**src/rtl/shift_seq_ctrl.sv**
```systemverilog
// Sequencer for a universal shift register: LOAD, WIDTH shifts, then return the word.
// Define SHIFT_SEQ_LOOPBACK_EN to rotate tx back into the register instead of rx.
module shift_seq_ctrl #(
   parameter int WIDTH = 4,
   localparam int CNT_W = $clog2(WIDTH + 1)
) (
   input  logic             clk,
   input  logic             rst_n,
   input  logic             req_valid_i,
   output logic             req_ready_o,
   input  logic [WIDTH-1:0] req_word_i,
   input  logic             req_dir_i,
   input  logic             hold_i,
   input  logic             rx_i,
   output logic             tx_o,
   output logic [1:0]       sr_funct_o,
   output logic [WIDTH-1:0] sr_word_o,
   output logic             sr_serial_o,
   input  logic [WIDTH-1:0] sr_q_i,
   output logic             rsp_valid_o,
   input  logic             rsp_ready_i,
   output logic [WIDTH-1:0] rsp_word_o,
   output logic             busy_o
);

   typedef enum logic [1:0] {
      S_IDLE,
      S_LOAD,
      S_SHIFT,
      S_DONE
   } state_t;

   localparam logic [1:0] F_NA    = 2'b00;
   localparam logic [1:0] F_LOAD  = 2'b01;
   localparam logic [1:0] F_LEFT  = 2'b10;
   localparam logic [1:0] F_RIGHT = 2'b11;

   state_t           r_state;
   state_t           w_state_nxt;
   logic [CNT_W-1:0] r_cnt;
   logic [WIDTH-1:0] r_word;
   logic             r_dir;

   logic w_accept;
   logic w_last;
   logic w_tx;
   logic w_serial;

   assign w_accept = req_valid_i && (r_state == S_IDLE);
   assign w_last   = (r_cnt == CNT_W'(WIDTH - 1));
   assign w_tx     = r_dir ? sr_q_i[0] : sr_q_i[WIDTH-1];

`ifdef SHIFT_SEQ_LOOPBACK_EN
   // rotate: the bit leaving one end re-enters the other
   logic w_unused_rx;
   assign w_unused_rx = rx_i;
   assign w_serial    = w_tx;
`else
   assign w_serial = rx_i;
`endif

   always_ff @(posedge clk or negedge rst_n) begin
      if (!rst_n) begin
         r_state <= S_IDLE;
         r_cnt   <= '0;
         r_word  <= '0;
         r_dir   <= 1'b0;
      end else begin
         r_state <= w_state_nxt;
         if (w_accept) begin
            r_word <= req_word_i;
            r_dir  <= req_dir_i;
         end
         if (r_state == S_LOAD) begin
            r_cnt <= '0;
         end else if (r_state == S_SHIFT && !hold_i) begin
            r_cnt <= r_cnt + CNT_W'(1);
         end
      end
   end

   always_comb begin
      w_state_nxt = r_state;
      unique case (r_state)
         S_IDLE: begin
            if (w_accept) w_state_nxt = S_LOAD;
         end
         S_LOAD: begin
            w_state_nxt = S_SHIFT;
         end
         S_SHIFT: begin
            if (!hold_i && w_last) w_state_nxt = S_DONE;
         end
         S_DONE: begin
            if (rsp_ready_i) w_state_nxt = S_IDLE;
         end
         default: w_state_nxt = S_IDLE;
      endcase
   end

   always_comb begin
      req_ready_o = 1'b0;
      busy_o      = 1'b1;
      sr_funct_o  = F_NA;
      sr_word_o   = '0;
      sr_serial_o = 1'b0;
      tx_o        = 1'b0;
      rsp_valid_o = 1'b0;
      rsp_word_o  = '0;
      unique case (r_state)
         S_IDLE: begin
            req_ready_o = 1'b1;
            busy_o      = 1'b0;
         end
         S_LOAD: begin
            sr_funct_o = F_LOAD;
            sr_word_o  = r_word;
         end
         S_SHIFT: begin
            tx_o        = w_tx;
            sr_serial_o = w_serial;
            if (!hold_i) sr_funct_o = r_dir ? F_RIGHT : F_LEFT;
         end
         S_DONE: begin
            rsp_valid_o = 1'b1;
            rsp_word_o  = sr_q_i;
         end
         default: begin
            busy_o = 1'b1;
         end
      endcase
   end

endmodule

```
**config.mk**
```make
export PLATFORM = sky130hd
export DESIGN_NAME = shift_seq_ctrl
export DESIGN_NICKNAME = d
export VERILOG_FILES = /design/src/rtl/shift_seq_ctrl.sv
export SDC_FILE = /design/constraint.sdc
export NUM_CORES = 1
export LEC_CHECK = 0
export ABC_CLOCK_PERIOD_IN_PS = 1840
export CAP_MARGIN = 30
export CORE_ASPECT_RATIO = 1.1
export CORE_MARGIN = 2
export CORE_UTILIZATION = 39
export CTS_CLUSTER_SIZE = 40
export DETAILED_ROUTE_END_ITERATION = 16
export PLACE_DENSITY = 0.78
export REMOVE_ABC_BUFFERS = 1
export SLEW_MARGIN = 20
export SYNTH_ARGS = -nofsm -noshare
export SYNTH_HDL_FRONTEND = slang
export SYNTH_SLANG_ARGS = --single-unit
export TNS_END_PERCENT = 30
```
**constraint.sdc**
```tcl
create_clock -name clk -period 1.84 [get_ports clk]
set_input_delay 0.368 -clock clk [delete_from_list [all_inputs] [get_ports clk]]
set_output_delay 0.368 -clock clk [all_outputs]
set_load 0.05 [all_outputs]
```
==> results of run 1 <==
==> critical path, cell delays in order <==
cell	delay, ns
clkdlybuf4s50_1	0.49
and2b_2	0.26
a21oi_4	0.15
nor2b_4	0.06
buf_12	0.14
==> flip-flops by register name (all words and copies together), names as in the netlist <==
signal   count
r_state      2
r_cnt        3
r_word       4
r_dir        1
==> worst max path at each step <==
stage	from	end	slack (ns)	cells after the start
2_1_floorplan	r_state[0]	sr_funct_o[0]	-0.19	5
3_3_place_gp	hold_i	sr_funct_o[0]	0.03	5
3_5_place_dp	hold_i	sr_funct_o[0]	0.005	5
4_1_cts	hold_i	sr_funct_o[0]	0.02	5
5_1_grt	r_state[0]	sr_funct_o[0]	-0.04	6
6_report	hold_i	sr_funct_o[0]	-0.01	5
==> metrics by stage <==
stage          hold WS, ns  util, %
2_1_floorplan       0.0724        -
3_3_place_gp         0.479     71.6
3_5_place_dp         0.486     71.6
4_1_cts              0.425     77.6
5_1_grt              0.465     78.4
6_report             0.415     78.4
==> area by class of cell <==
type / instances / share of cell area (%)
clock buffers: 4 / 3.04
inverters: 6 / 1.89
multi-input cells: 40 / 32.1
flip-flops and latches: 10 / 21.1
well taps: 17 / 1.78
repair buffers: 34 / 40.1
==> report_power, final <==
part | total, mW | leakage (nW) | switching (mW) | internal, mW
logic | 1.69 | 0.395 | 0.854 | 0.834
registers | 0.409 | 0.121 | 0.0811 | 0.328
clock network | 0.189 | 0.0210 | 0.0696 | 0.120
==> repair_timing <==
item                                    in CTS  in global routing
cloned                                       0                  0
hold buffers                                 0                  0
buffers inserted                             3                  0
pin swaps                                    0                  2
hold endpoints to repair                     0                  0
endpoints found under the setup margin       6                  4
gates resized for setup                      9                  2
==> per-layer routing <==
| layer | routed length (um) | share of wire, % | track usage, % | vias to the layer above |
|---|---|---|---|---|
| met4 | 0 | 0 | 6.45 | 0 |
| met5 | 0 | 0 | 0 | - |
| li1 | - | - | - | 262 |
| met3 | 108 | 7.4 | 3.57 | 0 |
| met1 | 571 | 39 | 18.2 | 256 |
| met2 | 779 | 53 | 33.4 | 27 |
==> cells in the final DEF, fill, tap and decap left out <==
cell             instances
nor2b_4                  1
a211oi_1                 1
and2_1                  10
mux2i_1                  2
dfrtp_2                  1
dfrtp_1                  9
nor2b_1                  1
a2bb2oi_1                1
clkdlybuf4s50_1         14
nor2_1                   4
mux2_1                   1
ha_1                     5
xnor2_1                  1
buf_4                    5
a21oi_4                  1
mux2_2                   5
clkbuf_4                 3
inv_1                    4
and2b_2                  1
a22oi_1                  1
buf_12                  15
inv_2                    2
nand2_1                  1
a222oi_1                 1
ha_4                     2
nand2b_4                 1
clkbuf_8                 1
==> cells by family (layout without fill, tap and decap cells) <==
kind of cell / count (synthesis) / in the layout / share of synthesized area, %
simple gates: 19 / 19 / 18.9
buf+inv: 7 / 44 / 4.46
mux: 8 / 8 / 14.2
compound gates: 5 / 5 / 6.29
flops: 10 / 10 / 40.6
xor+xnor: 1 / 1 / 1.42
fa+ha+maj: 7 / 7 / 14.2
==> results.ini, run 1 <==
[cells_and_area]
final_cell_area_sq_um=1190
multi_input_area_sq_um=383
area_growth_pct=93.3
layout-drive-gt1-share_pct=40.4
antenna_cells=0
final_cells=111
finalNetCount=117
seq_area_sq_um=251
n_fill_cell=98

[timing]
setup_slack_ns=-0.00951
max_slew.worst_pin.slew_ns=0.430
final.setup.tns_ns=-0.00951
min_period_over_period_pct=101
setup_viol=1
hold_viol_final=0
slew_headroom_pct=71.2
min_period_ns=1.85
drv_slew=0
rsz0062_at_grt=yes
finClkSkew_ns=0.00341
fmax_mhz=541

[detailed_routing]
vias_per_cell=4.91
avgRoutedWirePerCell_um=13.1
routed_wirelength_um=1460
ant_nets=0
drc=0
dr.pass1.iters=4
via_count=545
initialDrtViolationCount=3

[placement]
dpl_cell_area_sq_um=1090
placed_cells=104
dp_hpwl_um=1090
place_congestion=0.738
port_buffers=29
dp_slack_ns=0.00477

[pwr]
total_power_mw=2.29
p_per_area_nw_per_um2=1920
p_leak_nw=0.537
ir_drop_v=0.000977

[floorplan]
rows=15
fp.dieH_um=45.7
dieArea_sq_um=1920
initial_core_util_pct=40.6
dieWidth_um=41.9
io_pins=30
core-area_sq_um=1520

[synth]
synth_top_area_share_pct=40.6
synth.distinct_cells=19
yosys-top-cells-area=dfrtp_1 41%, ha_1 14%, and2_1 10%, mux2_2 9.1%, inv_1 3.7%
ys_seq_elements=10
synthFlopType=dfrtp_1
synth_seq_area_share_pct=40.6
synth_edf_count=0
avgSynthCellArea_sq_um=10.8
ys_warn_count=0
async_flop_share_pct=100
syn-cell-area_sq_um=617
yosysTopAreaCell=dfrtp_1
syn_inst=57
synth_common_cells=10 x and2_1, 10 x dfrtp_1, 7 x ha_1

[clocking]
htreeDepth=1
root_buffer=clkbuf_4
clk-insertion-delay-late_ns=0.25
numCtsBuffers=3
tritoncts=built
cts.path.max_buffers=2
cts_sinks=10
path_clk_slew_ns=0.06

[setup_path]
critPathLaunchType=primary input
crit_type=in -> out
timing.rr.end=r_state[1]
cp_data_arrival_time_ns=1.48
worstReg2RegStart=r_state[1]
critPathMaxFanout=3
endpoint_kind=primary output
required_ns=1.47
r2r_slack_ns=0.15
reg2reg_depth=4

[job]
drv_cap=0

[hold_path]
hold_class=in -> async

[grt]
grt_pass1_wl_um=2470
overflow=0
first_global_vias=587
grt_max_degree=11
antenna_found_initial=0
track_usage_pct=17.1

[status]
violations=setup timing
status=finished, violations left

Note: power is estimated with default switching activity, not from simulation.
==> inputs of run 2 (changes only) <==
--- a/config.mk
+++ b/config.mk
@@ -8,13 +8,11 @@
 export ABC_CLOCK_PERIOD_IN_PS = 1840
 export CAP_MARGIN = 30
 export CORE_ASPECT_RATIO = 1.1
-export CORE_MARGIN = 2
 export CORE_UTILIZATION = 39
 export CTS_CLUSTER_SIZE = 40
 export DETAILED_ROUTE_END_ITERATION = 16
 export PLACE_DENSITY = 0.78
 export REMOVE_ABC_BUFFERS = 1
-export SLEW_MARGIN = 20
 export SYNTH_ARGS = -nofsm -noshare
 export SYNTH_HDL_FRONTEND = slang
 export SYNTH_SLANG_ARGS = --single-unit
==> results.ini, run 2 (synthesis gave the netlist of run 1 again) <==
[floorplan]
dieWidth_um=39.9  ; -4.8%
core-area_sq_um=1420  ; -6.7%
io_pins=30  ; unchanged
initial_core_util_pct=43.5  ; +2.9 points
rows=14  ; -1
fp.dieH_um=43.7  ; -4.4%
dieArea_sq_um=1740  ; -8.9%

[cells_and_area]
seq_area_sq_um=251  ; unchanged
largest-register=r_word
multi_input_area_sq_um=393  ; +2.6%
n_fill_cell=70  ; -29%
largest_reg_flops=4  ; unchanged
finalNetCount=118  ; +0.85%
top_regs=r_word (4), r_cnt (3), r_state (2)
final_cell_mix=15 x buf_12, 14 x clkdlybuf4s50_1, 9 x dfrtp_1, 7 x and2_1
final_common_cell=buf_12
final_cells=110  ; -0.90%
fin_util_pct=84.5  ; +6.0 points
antenna_cells=0  ; unchanged
area_growth_pct=94.3
layout-drive-gt1-share_pct=44.7  ; +4.3 points

[clocking]
tritoncts=built
htreeDepth=1  ; unchanged
cts.path.max_buffers=2  ; unchanged
path_clk_slew_ns=0.06  ; about the same
cts_sinks=10  ; unchanged
cts_hold_buffers=0  ; unchanged
clk-insertion-delay-late_ns=0.26  ; about the same
numCtsBuffers=3  ; unchanged
root_buffer=clkbuf_4

[detailed_routing]
vias_per_cell=5.05  ; +2.9%
via_count=556  ; +2.0%
initialDrtViolationCount=8  ; +5
ant_nets=0  ; unchanged
avgRoutedWirePerCell_um=14.8  ; +13%
dr.pass1.iters=4  ; unchanged
routed_wirelength_um=1630  ; +12%
drc=0  ; unchanged

[setup_path]
endpoint_kind=primary output
crit_type=reg -> out
cp_data_arrival_time_ns=1.45  ; -0.03 ns
critPathLaunchType=register
critPathMaxFanout=6  ; +3
required_ns=1.47  ; about the same

[timing]
min_period_over_period_pct=98.6  ; -1.9 points
fmax_mhz=551  ; +1.9%
slew_headroom_pct=66.2  ; -5.0 points
hold_ws_ns=0.420  ; +0.00424 ns
min_period_ns=1.81  ; -0.0347 ns
drv_slew=0  ; unchanged
hold_viol_final=0  ; unchanged
max_slew.worst_pin.slew_ns=0.507  ; +0.0768 ns
setup_slack_ns=0.0252  ; +0.0347 ns
setup_viol=0  ; -1
rsz0062_at_grt=yes
finClkSkew_ns=0.00232  ; -0.00109 ns

[grt]
track_usage_pct=21.2  ; +4.1 points
overflow=0  ; unchanged
first_global_vias=618  ; +5.3%
antenna_found_initial=0  ; unchanged
grt_max_degree=11  ; unchanged
grt_pass1_wl_um=2480  ; +0.28%

[hold_path]
hold_class=in -> async

[placement]
dp_slack_ns=-0.00440  ; -0.00916 ns
place_congestion=0.717  ; -2.8%
port_buffers=29  ; unchanged
placed_cells=103  ; -0.96%
dp_hpwl_um=1190  ; +9.7%

[job]
drv_cap=0  ; unchanged

[pwr]
p_per_area_nw_per_um2=1920  ; +0.11%
p_leak_nw=0.539  ; +0.41%
ir_drop_v=0.00121  ; +24%

[status]
status=finished clean

[run 2: changes by cell type in the layout (fill, tap and decap cells not counted)]
cell | before | now
ha_1 | 5 | 4
clkbuf_8 | 1 | 0
and2_1 | 10 | 7
ha_2 | 0 | 1
buf_6 | 0 | 1
and2_4 | 0 | 3
[run 2: path summary, 6_finish.rpt]
path / slack, ns / endpoint / depth (start not counted) / startpoint
max: 0.03 / rsp_word_o[3] / 5 / r_state[0]
min: 0.42 / r_word[1] / 1 / rst_n
max reg2reg: 0.09 / r_state[1] / 4 / r_state[0]
min reg2reg: 0.50 / r_word[3] / 1 / r_word[3]
max in group asynchronous: 1.09 / r_state[1] / 1 / rst_n
min in group clk: 0.50 / r_word[3] / 1 / r_word[3]
[run 2: worst max-delay path, stage by stage, from the launching register on]
cell and delay, ns:
dfrtp_1 0.40, buf_4 0.16, ha_2 0.19, buf_6 0.13, and2_1 0.16, buf_12 0.15
[run 2: metal layers]
layer | share of wire [%] | vias to the layer above | track usage (%)
met5 | 0 | - | 0
met4 | 1.2 | 0 | 10.3
met3 | 7.5 | 4 | 6.67
met2 | 57 | 28 | 38.1
met1 | 34 | 257 | 20.6
li1 | - | 267 | -
[run 2: what timing repair did]
item | CTS | global route
endpoints found under the hold margin | 0 | 0
endpoints found under the setup margin | 6 | 7
resized for setup | 11 | 5
pin swaps | 0 | 1
setup buffers | 3 | 1
[run 2: stage by stage]
stage	cell area (sq um)	power, mW	TNS (ns)
2_1_floorplan	612	1.23	-0.192
3_3_place_gp	1090	1.91	0
3_5_place_dp	1090	1.96	-0.00440
4_1_cts	1170	2.24	-0.0164
5_1_grt	1200	2.41	-0.0420
6_report	1200	2.30	0
[run 2: cell type report]
cell class | instances | share of cell area, %
timing repair buffer | 35 | 40.8
multi-input combinational | 40 | 32.8
sequential | 10 | 21.0
clock buffer | 3 | 1.88
inverter | 6 | 1.88
tap | 16 | 1.67
[run 2: where the power goes]
group          internal [mW]  leakage [nW]  switching, mW
Combinational          0.867         0.404          0.885
Clock                 0.0751        0.0138         0.0659
Sequential             0.328         0.121         0.0797
Total                   1.27         0.539           1.03
